## config.mk

```make
export PLATFORM = sky130hd
export DESIGN_NAME = ctrl_sequencer
export DESIGN_NICKNAME = d
export VERILOG_FILES = /design/src/rtl/cpu_defs_pkg.sv /design/src/rtl/ctrl_sequencer_reg_decoder.sv /design/src/rtl/ctrl_sequencer.sv
export SDC_FILE = /design/constraint.sdc
export NUM_CORES = 1
export LEC_CHECK = 0
export ABC_AREA = 1
export CORE_UTILIZATION = 31
export CTS_CLUSTER_DIAMETER = 150
export DETAILED_ROUTE_END_ITERATION = 8
export PLACE_DENSITY = 0.81
export SETUP_SLACK_MARGIN = 0.2
export SYNTH_ARGS = -nofsm -noshare
export SYNTH_HDL_FRONTEND = slang
export SYNTH_SLANG_ARGS = --single-unit
export TNS_END_PERCENT = 1
```

## constraint.sdc

```tcl
create_clock -name clock -period 1.99 [get_ports clock]
set_clock_uncertainty 0.1 [all_clocks]
set_input_delay 0.398 -clock clock [delete_from_list [all_inputs] [get_ports clock]]
set_output_delay 0.398 -clock clock [all_outputs]
set_load 0.05 [all_outputs]
```

## src/rtl/cpu_defs_pkg.sv

```systemverilog
// -----------------------------------------------------------------------------
// cpu_defs
// Shared definitions for the hardwired control unit:
//   - 5-bit opcode values decoded from IR[31:27]
//   - IR field bit positions (op, Ra, Rb, Rc)
//   - 4-bit sequencer state encoding (RST = 0)
//   - instruction class enumeration and the opcode -> class helper
// -----------------------------------------------------------------------------
package cpu_defs;

    // Opcode field values
    localparam logic [4:0] OP_ADD  = 5'b00011;
    localparam logic [4:0] OP_SUB  = 5'b00100;
    localparam logic [4:0] OP_SHR  = 5'b00101;
    localparam logic [4:0] OP_SHL  = 5'b00110;
    localparam logic [4:0] OP_ROR  = 5'b00111;
    localparam logic [4:0] OP_ROL  = 5'b01000;
    localparam logic [4:0] OP_AND  = 5'b01001;
    localparam logic [4:0] OP_OR   = 5'b01010;
    localparam logic [4:0] OP_MUL  = 5'b01110;
    localparam logic [4:0] OP_DIV  = 5'b01111;
    localparam logic [4:0] OP_NEG  = 5'b10000;
    localparam logic [4:0] OP_NOT  = 5'b10001;
    localparam logic [4:0] OP_NOP  = 5'b11010;
    localparam logic [4:0] OP_HALT = 5'b11011;

    // IR field bit positions
    localparam int IR_OP_HI = 31;
    localparam int IR_OP_LO = 27;
    localparam int IR_RA_HI = 26;
    localparam int IR_RA_LO = 23;
    localparam int IR_RB_HI = 22;
    localparam int IR_RB_LO = 19;
    localparam int IR_RC_HI = 18;
    localparam int IR_RC_LO = 15;

    // Sequencer states; RST must be all-zeros so the async reset lands there
    typedef enum logic [3:0] {
        ST_RST    = 4'd0,
        ST_T0     = 4'd1,
        ST_T1     = 4'd2,
        ST_T2     = 4'd3,
        ST_T3     = 4'd4,
        ST_T4     = 4'd5,
        ST_T5     = 4'd6,
        ST_T6     = 4'd7,
        ST_HALTED = 4'd8
    } state_t;

    // Instruction classes that select a step sequence
    typedef enum logic [2:0] {
        CLS_BIN    = 3'd0,
        CLS_MULDIV = 3'd1,
        CLS_UNARY  = 3'd2,
        CLS_NOP    = 3'd3,
        CLS_HALT   = 3'd4
    } op_class_t;

    // Map an opcode onto its class; anything unrecognised runs as a NOP
    function automatic op_class_t classify(input logic [4:0] op);
        op_class_t cls;
        case (op)
            OP_ADD, OP_SUB, OP_SHR, OP_SHL,
            OP_ROR, OP_ROL, OP_AND, OP_OR:  cls = CLS_BIN;
            OP_MUL, OP_DIV:                 cls = CLS_MULDIV;
            OP_NEG, OP_NOT:                 cls = CLS_UNARY;
            OP_HALT:                        cls = CLS_HALT;
            default:                        cls = CLS_NOP;
        endcase
        return cls;
    endfunction

endpackage

```

## src/rtl/ctrl_sequencer_reg_decoder.sv

```systemverilog
// -----------------------------------------------------------------------------
// reg_decoder
// 4-to-N one-hot decoder with enable. Output is all-zero when en_i is low,
// otherwise exactly bit sel_i is set (if sel_i < NOUT).
// Ports:
//   en_i      in  1     decoder enable
//   sel_i     in  4     register index
//   onehot_o  out NOUT  one-hot select vector
// -----------------------------------------------------------------------------
module reg_decoder #(
    parameter int NOUT = 16
) (
    input  logic            en_i,
    input  logic [3:0]      sel_i,
    output logic [NOUT-1:0] onehot_o
);

    // Each output bit compares the index against its own position
    for (genvar g = 0; g < NOUT; g++) begin : g_bit
        assign onehot_o[g] = en_i & (sel_i == 4'(g));
    end

endmodule

```

## src/rtl/ctrl_sequencer.sv

```systemverilog
// -----------------------------------------------------------------------------
// ctrl_sequencer
// Hardwired control unit. Fetches an instruction (T0..T2), then steps the
// datapath through T3..T6 according to the opcode class in IR[31:27].
// All outputs are a Moore decode of the state register (plus the IR fields
// from T3 on), so pulling clear low zeroes them within the same cycle.
// Ports:
//   clock       in   1      system clock, rising edge
//   clear       in   1      asynchronous reset, active-low
//   ir          in   32     current IR contents
//   mem_ready   in   1      memory read data valid
//   Rin / Rout  out  NREGS  one-hot register load enables / bus drivers
//   PCout .. LOin out 1     datapath strobes
//   opcode      out  OPW    ALU operation select (NOP code outside T4)
//   run         out  1      high while executing, low in RST and after HALT
//   instr_done  out  1      pulse in the final state of each instruction
// -----------------------------------------------------------------------------
module ctrl_sequencer
    import cpu_defs::*;
#(
    parameter int NREGS = 16,
    parameter int OPW   = 5
) (
    input  logic             clock,
    input  logic             clear,
    input  logic [31:0]      ir,
    input  logic             mem_ready,
    output logic [NREGS-1:0] Rin,
    output logic [NREGS-1:0] Rout,
    output logic             PCout,
    output logic             PCin,
    output logic             incPC,
    output logic             MARin,
    output logic             MDRin,
    output logic             read,
    output logic             MDRout,
    output logic             IRin,
    output logic             Yin,
    output logic             Zin,
    output logic             ZLowOut,
    output logic             ZHighOut,
    output logic             HIin,
    output logic             LOin,
    output logic [OPW-1:0]   opcode,
    output logic             run,
    output logic             instr_done
);

    state_t     state_q;
    state_t     state_d;

    logic [4:0] op_s;
    logic [3:0] ra_s;
    logic [3:0] rb_s;
    logic [3:0] rc_s;
    op_class_t  cls_s;

    logic       rin_en_s;
    logic       rout_en_s;
    logic [3:0] rout_sel_s;

    // Low IR bits hold immediates for other instruction formats
    logic       unused_ir_s;
    assign unused_ir_s = ^ir[IR_RC_LO-1:0];

    // IR field extraction; only meaningful once IR is loaded (T3 onward)
    assign op_s  = ir[IR_OP_HI:IR_OP_LO];
    assign ra_s  = ir[IR_RA_HI:IR_RA_LO];
    assign rb_s  = ir[IR_RB_HI:IR_RB_LO];
    assign rc_s  = ir[IR_RC_HI:IR_RC_LO];
    assign cls_s = classify(op_s);

    // Destination register write enable (always Ra)
    reg_decoder #(.NOUT(NREGS)) u_rin_dec (
        .en_i     (rin_en_s),
        .sel_i    (ra_s),
        .onehot_o (Rin)
    );

    // Bus driver select (Rb or Rc depending on step)
    reg_decoder #(.NOUT(NREGS)) u_rout_dec (
        .en_i     (rout_en_s),
        .sel_i    (rout_sel_s),
        .onehot_o (Rout)
    );

    // State register; clear forces RST immediately
    always_ff @(posedge clock or negedge clear) begin
        if (!clear) begin
            state_q <= ST_RST;
        end else begin
            state_q <= state_d;
        end
    end

    // Next-state and output decode
    always_comb begin
        state_d    = state_q;
        rin_en_s   = 1'b0;
        rout_en_s  = 1'b0;
        rout_sel_s = rb_s;
        PCout      = 1'b0;
        PCin       = 1'b0;
        incPC      = 1'b0;
        MARin      = 1'b0;
        MDRin      = 1'b0;
        read       = 1'b0;
        MDRout     = 1'b0;
        IRin       = 1'b0;
        Yin        = 1'b0;
        Zin        = 1'b0;
        ZLowOut    = 1'b0;
        ZHighOut   = 1'b0;
        HIin       = 1'b0;
        LOin       = 1'b0;
        opcode     = OPW'(OP_NOP);
        run        = 1'b1;
        instr_done = 1'b0;

        case (state_q)
            ST_RST: begin
                run     = 1'b0;
                opcode  = {OPW{1'b0}};
                state_d = ST_T0;
            end
            ST_T0: begin
                PCout   = 1'b1;
                MARin   = 1'b1;
                incPC   = 1'b1;
                state_d = ST_T1;
            end
            ST_T1: begin
                // Hold the read until memory signals valid data; no timeout
                read  = 1'b1;
                MDRin = 1'b1;
                if (mem_ready) begin
                    state_d = ST_T2;
                end else begin
                    state_d = ST_T1;
                end
            end
            ST_T2: begin
                MDRout  = 1'b1;
                IRin    = 1'b1;
                state_d = ST_T3;
            end
            ST_T3: begin
                case (cls_s)
                    CLS_BIN, CLS_MULDIV: begin
                        rout_en_s  = 1'b1;
                        rout_sel_s = rb_s;
                        Yin        = 1'b1;
                        state_d    = ST_T4;
                    end
                    CLS_UNARY: begin
                        state_d = ST_T4;
                    end
                    CLS_HALT: begin
                        instr_done = 1'b1;
                        state_d    = ST_HALTED;
                    end
                    default: begin
                        // NOP and illegal opcodes retire here
                        instr_done = 1'b1;
                        state_d    = ST_T0;
                    end
                endcase
            end
            ST_T4: begin
                case (cls_s)
                    CLS_BIN, CLS_MULDIV: begin
                        rout_en_s  = 1'b1;
                        rout_sel_s = rc_s;
                        Zin        = 1'b1;
                        opcode     = OPW'(op_s);
                        state_d    = ST_T5;
                    end
                    CLS_UNARY: begin
                        // Single operand comes from Rb
                        rout_en_s  = 1'b1;
                        rout_sel_s = rb_s;
                        Zin        = 1'b1;
                        opcode     = OPW'(op_s);
                        state_d    = ST_T5;
                    end
                    default: begin
                        // Not reachable for a stable IR; recover to fetch
                        state_d = ST_T0;
                    end
                endcase
            end
            ST_T5: begin
                case (cls_s)
                    CLS_MULDIV: begin
                        ZLowOut = 1'b1;
                        LOin    = 1'b1;
                        state_d = ST_T6;
                    end
                    CLS_BIN, CLS_UNARY: begin
                        ZLowOut    = 1'b1;
                        rin_en_s   = 1'b1;
                        instr_done = 1'b1;
                        state_d    = ST_T0;
                    end
                    default: begin
                        state_d = ST_T0;
                    end
                endcase
            end
            ST_T6: begin
                ZHighOut   = 1'b1;
                HIin       = 1'b1;
                instr_done = 1'b1;
                state_d    = ST_T0;
            end
            ST_HALTED: begin
                // Parked until clear is asserted
                run     = 1'b0;
                opcode  = {OPW{1'b0}};
                state_d = ST_HALTED;
            end
            default: begin
                run     = 1'b0;
                opcode  = {OPW{1'b0}};
                state_d = ST_RST;
            end
        endcase
    end

endmodule

```

==> results of run 1 <==
per-stage QoR:
step	utilization, %	area, um^2
global placement	96.36	2749
floorplan	-	1246
detailed placement	96.36	2749
Yosys cell counts:
| cell | number |
|---|---|
| nor2_1 | 45 |
| nand2_1 | 38 |
| inv_1 | 23 |
| nand4_1 | 9 |
| nand2_2 | 7 |
| buf_4 | 6 |
| nand3_2 | 6 |
| nand3_1 | 5 |
| o21ai_0 | 5 |
| a21oi_1 | 4 |
| dfrtp_1 | 4 |
| inv_2 | 4 |
| nor3_1 | 4 |
| o21ai_1 | 2 |
| o21ai_2 | 2 |
| a21o_1 | 1 |
| conb_1 | 1 |
| nand2_4 | 1 |
| nand3_4 | 1 |
| nand4_4 | 1 |
| nor2_2 | 1 |
| nor2_4 | 1 |
| nor2_8 | 1 |
| o211ai_1 | 1 |
| o21ai_4 | 1 |
logic make-up after synthesis:
logic type,Yosys count
other,1
DFF,4
and+or+nand+nor,120
AOI/OAI and AO/OA,16
buffers and inverters,33
==> summary.txt, run 1 <==
Yosys
  • Yosys top cell by area: nor2_1
  • Top post-synthesis cells by area: nor2_1, nand2_1, dfrtp_1, inv_1, nand3_2
  • Ys Warns: 0
  • Synth cell types: 25
  • Post-synthesis sequential area ratio: 10.44%
  • Synthesis-stage register bit count: 4
  • Mapped Cells: 174
  • Post-Syn Nets: 209
  • Simple-Gate Fraction of Synth Area: 63.05%
  • Synth Area in Adders: 0%
  • Compound-Gate Fraction of Synth Area: 10.84%
  • Top-area cell type share of the netlist area: 17.62%
  • Post-synthesis cell area: 958.4 um^2
  • Main combinational cell family by area after synthesis: simple AND/OR/NAND/NOR gates
  • Syn_area_per_cell: 5.508 um^2
  • Multiplexer share of the synthesized area: 0%
  • Post-synthesis xor/xnor area fraction: 0%

Clock tree
  • Post-CTS sizing: 78
  • Num CTS Buffers: 3
  • Maximum clock path buffer count: 2
  • H-tree depth: 1
  • Postcts setup bufs: 4
  • CTS root buffer: clkbuf_4
  • Clk sinks: 4
  • CTS Hold Bufs: 0

Placed design
  • Gp weighted congestion: 0.9210
  • Port-buffer cells: 71
  • Pre-CTS setup slack: -0.8719 ns
  • Hpwl dp: 5398 um
  • Post-Place Cells: 307

Die
  • Die extent in x: 57.60 um
  • Initial Utilization: 33.60%
  • Cell row count: 19
  • Die Span Y: 57.60 um
  • I/O pin count: 88

Status
  • Stop stage: clock tree synthesis
  • Error message: [ERROR DPL-0038] Utilization greater than 100%, impossible to legalize
  • Status: did not finish
==> run 2, diff against run 1 <==
- CORE_AREA: not set -> 2 2 63 65
- CORE_UTILIZATION: 31 -> not set
- CTS_CLUSTER_DIAMETER: 150 -> not set
- DIE_AREA: not set -> 0 0 65 67
- PLACE_DENSITY: 0.81 -> not set
- PLACE_DENSITY_LB_ADDON: not set -> 0.15
- SETUP_SLACK_MARGIN: 0.2 -> not set
==> run 2 against run 1 <==
The flow now finishes, with violations (setup timing). Area after synthesis did not move. Synthesized cell count did not move.
==> summary.txt, run 2 <==
Status
  • Status: finished with violations
  • Failing checks: setup timing

Placed design
  • Area post-placement: 2562 um^2
  • Port-buffer cells: 71
  • Post-Place Cells: 322
  • Hpwl dp: 3594 um
  • Pre-CTS setup slack: -0.7534 ns
  • Gp weighted congestion: 0.9202

Timing
  • Post-route setup slack: -0.3536 ns
  • Final period util: 117.8%
  • Clock period minus worst slack: 2.344 ns
  • Hold_ws: 0.2820 ns
  • TNS Setup: -10.35 ns
  • RSZ-0062 raised after global routing: yes
  • # setup viols final: 42
  • Final hold viol count: 0
  • Max Slew Vio Count: 0
  • FMAX: 0.4267 GHz

Die
  • Initial Utilization: 26.58%
  • Die Span Y: 67 um
  • I/O pin count: 88
  • DIE AREA: 4355 um^2
  • Core ar.: 3606 um^2
  • Cell row count: 22
  • Die extent in x: 65 um

Cells and area
  • Final Non-Filler Cells: 338
  • Final #Nets: 327
  • Antenna diodes: 0
  • Top flop regs: state_q (4)
  • Most common cell after layout, fill and taps aside: buf_12
  • Layout Area Growth over Synthesis: 217.9%
  • Share of cells above drive strength 1: 67.59%
  • Fill count: 174
  • Commonest non-fill, non-tap cells in the layout: buf_12, buf_4, nor2_4, nand2_1, inv_1
  • Biggest register: state_q
  • Post-route design area: 3047 um^2
  • Largest register FFs: 4

Drt
  • Remaining DRCs: 0
  • ANT nets after route: 0
  • Vias per Instance: 4.896
  • Initial DRC Count: 60
  • Final wirelength: 5588 um
  • Drt wl/cell: 16.53 um
  • Drt first pass iters: 4
  • Vias: 1655

Global route
  • Initial antenna violation count: 0
  • GRT Util Overall: 24.95%
  • GRT overflow: 0
  • Largest net degree at the start of global routing: 9
  • Vias in the first global route: 1782
  • Global-route wire length before repair: 8335 um

Clock tree
  • CTS Hold Bufs: 0
  • CTS root buffer: clkbuf_8
  • Clock latency on the worst-skew pair: 0.22 ns
  • Clk sinks: 4
  • Clk pin slew, worst setup/hold paths: 0.03 ns
  • Num CTS Buffers: 3
  • Maximum clock path buffer count: 2
  • CTS tree: built
  • H-tree depth: 1

Yosys
  • Post-synthesis cell area: 958.4 um^2
  • Most common cell in the synthesized netlist: nor2_1
  • Post-synth ARST share: 100.0%
  • Syn_area_per_cell: 5.508 um^2
  • Mapped Cells: 174
  • Synthesis-stage register bit count: 4
  • Post-synthesis sequential area ratio: 10.44%
  • Ys Warns: 0
  • Post-Syn Nets: 209
  • Yosys top cell by area: nor2_1
  • Synth cell types: 25
  • Post-synth EDFFs: 0
  • Synth cell count leaders: nor2_1, nand2_1, inv_1, nand4_1, nand2_2
  • Top-area cell type share of the netlist area: 17.62%
  • Top post-synthesis cells by area: nor2_1, nand2_1, dfrtp_1, inv_1, nand3_2
  • Ys flop type: dfrtp_1

Worst setup path
  • WP data required: 1.49 ns
  • Crit-path max FO: 5
  • Critical Path Source Type: register
  • Type of element capturing the critical path: output port
  • Critical Path AT: 1.85 ns
  • WS Path Type: reg -> out

Flow run
  • Max-Cap Viols: 0

Power and ir drop
  • Power density cells: 859.0 nW/um^2
  • Lkg Pwr: 0.001295 uW
  • Peak VDD IR: 0.8005 mV

Worst hold path
  • Min-delay worst type: in -> async
## run 2: per-stage QoR
step / power, uW / util, %
after floorplan: 1185 / -
after global placement: 2171 / 71.06
after detailed placement: 2187 / 71.06
after CTS: 2539 / 83.28
after global routing: 2711 / 84.49
final: 2617 / 84.49
## run 2: repair_timing
action / CTS / global route
pin swaps: 23 / 15
resized for setup: 90 / 11
endpoints found under the setup margin: 42 / 45
buffers inserted: 12 / 0
gates cloned: 1 / 0
## run 2: final timing paths
kind                             from         end  slack, ns  cells after the start
max                        state_q[1]     Rout[1]      -0.35                      9
min                             clear  state_q[3]       0.28                      1
max reg2reg                state_q[1]  state_q[1]       0.23                     11
min reg2reg                state_q[3]  state_q[3]       0.63                      3
max in group asynchronous       clear  state_q[0]       1.34                      1
min in group clock         state_q[3]  state_q[3]       0.63                      3
## run 2: per-layer routing
metal  GRT usage, %  vias up  share of wire, %
li1               -      786                 -
met1          24.85      785                34
met2          52.32       71                59
met3          2.365       13               4.9
met4          9.043        0               2.2
met5              0        -                 0
## run 2: critical path, stage by stage (launching register included)
cell and delay, ns:
dfrtp_1 0.39, inv_2 0.09, nand2_4 0.07, nor2_8 0.16, buf_6 0.14, nand4_1 0.16, nand2_2 0.18, nand3_4 0.16
nor2_4 0.14, buf_12 0.14
## run 2: cell families (layout without fill, tap and decap cells)
family / Yosys count / in the layout / synth area share (%)
compound gates: 16 / 16 / 10.84
buf+inv: 33 / 148 / 15.27
flops: 4 / 4 / 10.44
other cells: 1 / 1 / 0.3913
simple gates: 120 / 121 / 63.05
## run 2: report_power, final
group / switching, uW / internal, uW
sequential: 30.8 / 112
clock: 43.5 / 129
combinational: 1300 / 1010
## run 2: cell type report
class | instances | area [um^2] | share of cell area [%]
Clock buffer | 3 | 41.29 | 1.355
Inverter | 27 | 106.4 | 3.491
Multi-Input combinational cell | 138 | 1156 | 37.95
Sequential cell | 4 | 100.1 | 3.285
Tap cell | 48 | 60.06 | 1.971
Timing Repair Buffer | 118 | 1583 | 51.95
Power figures use the tool's default switching activity.
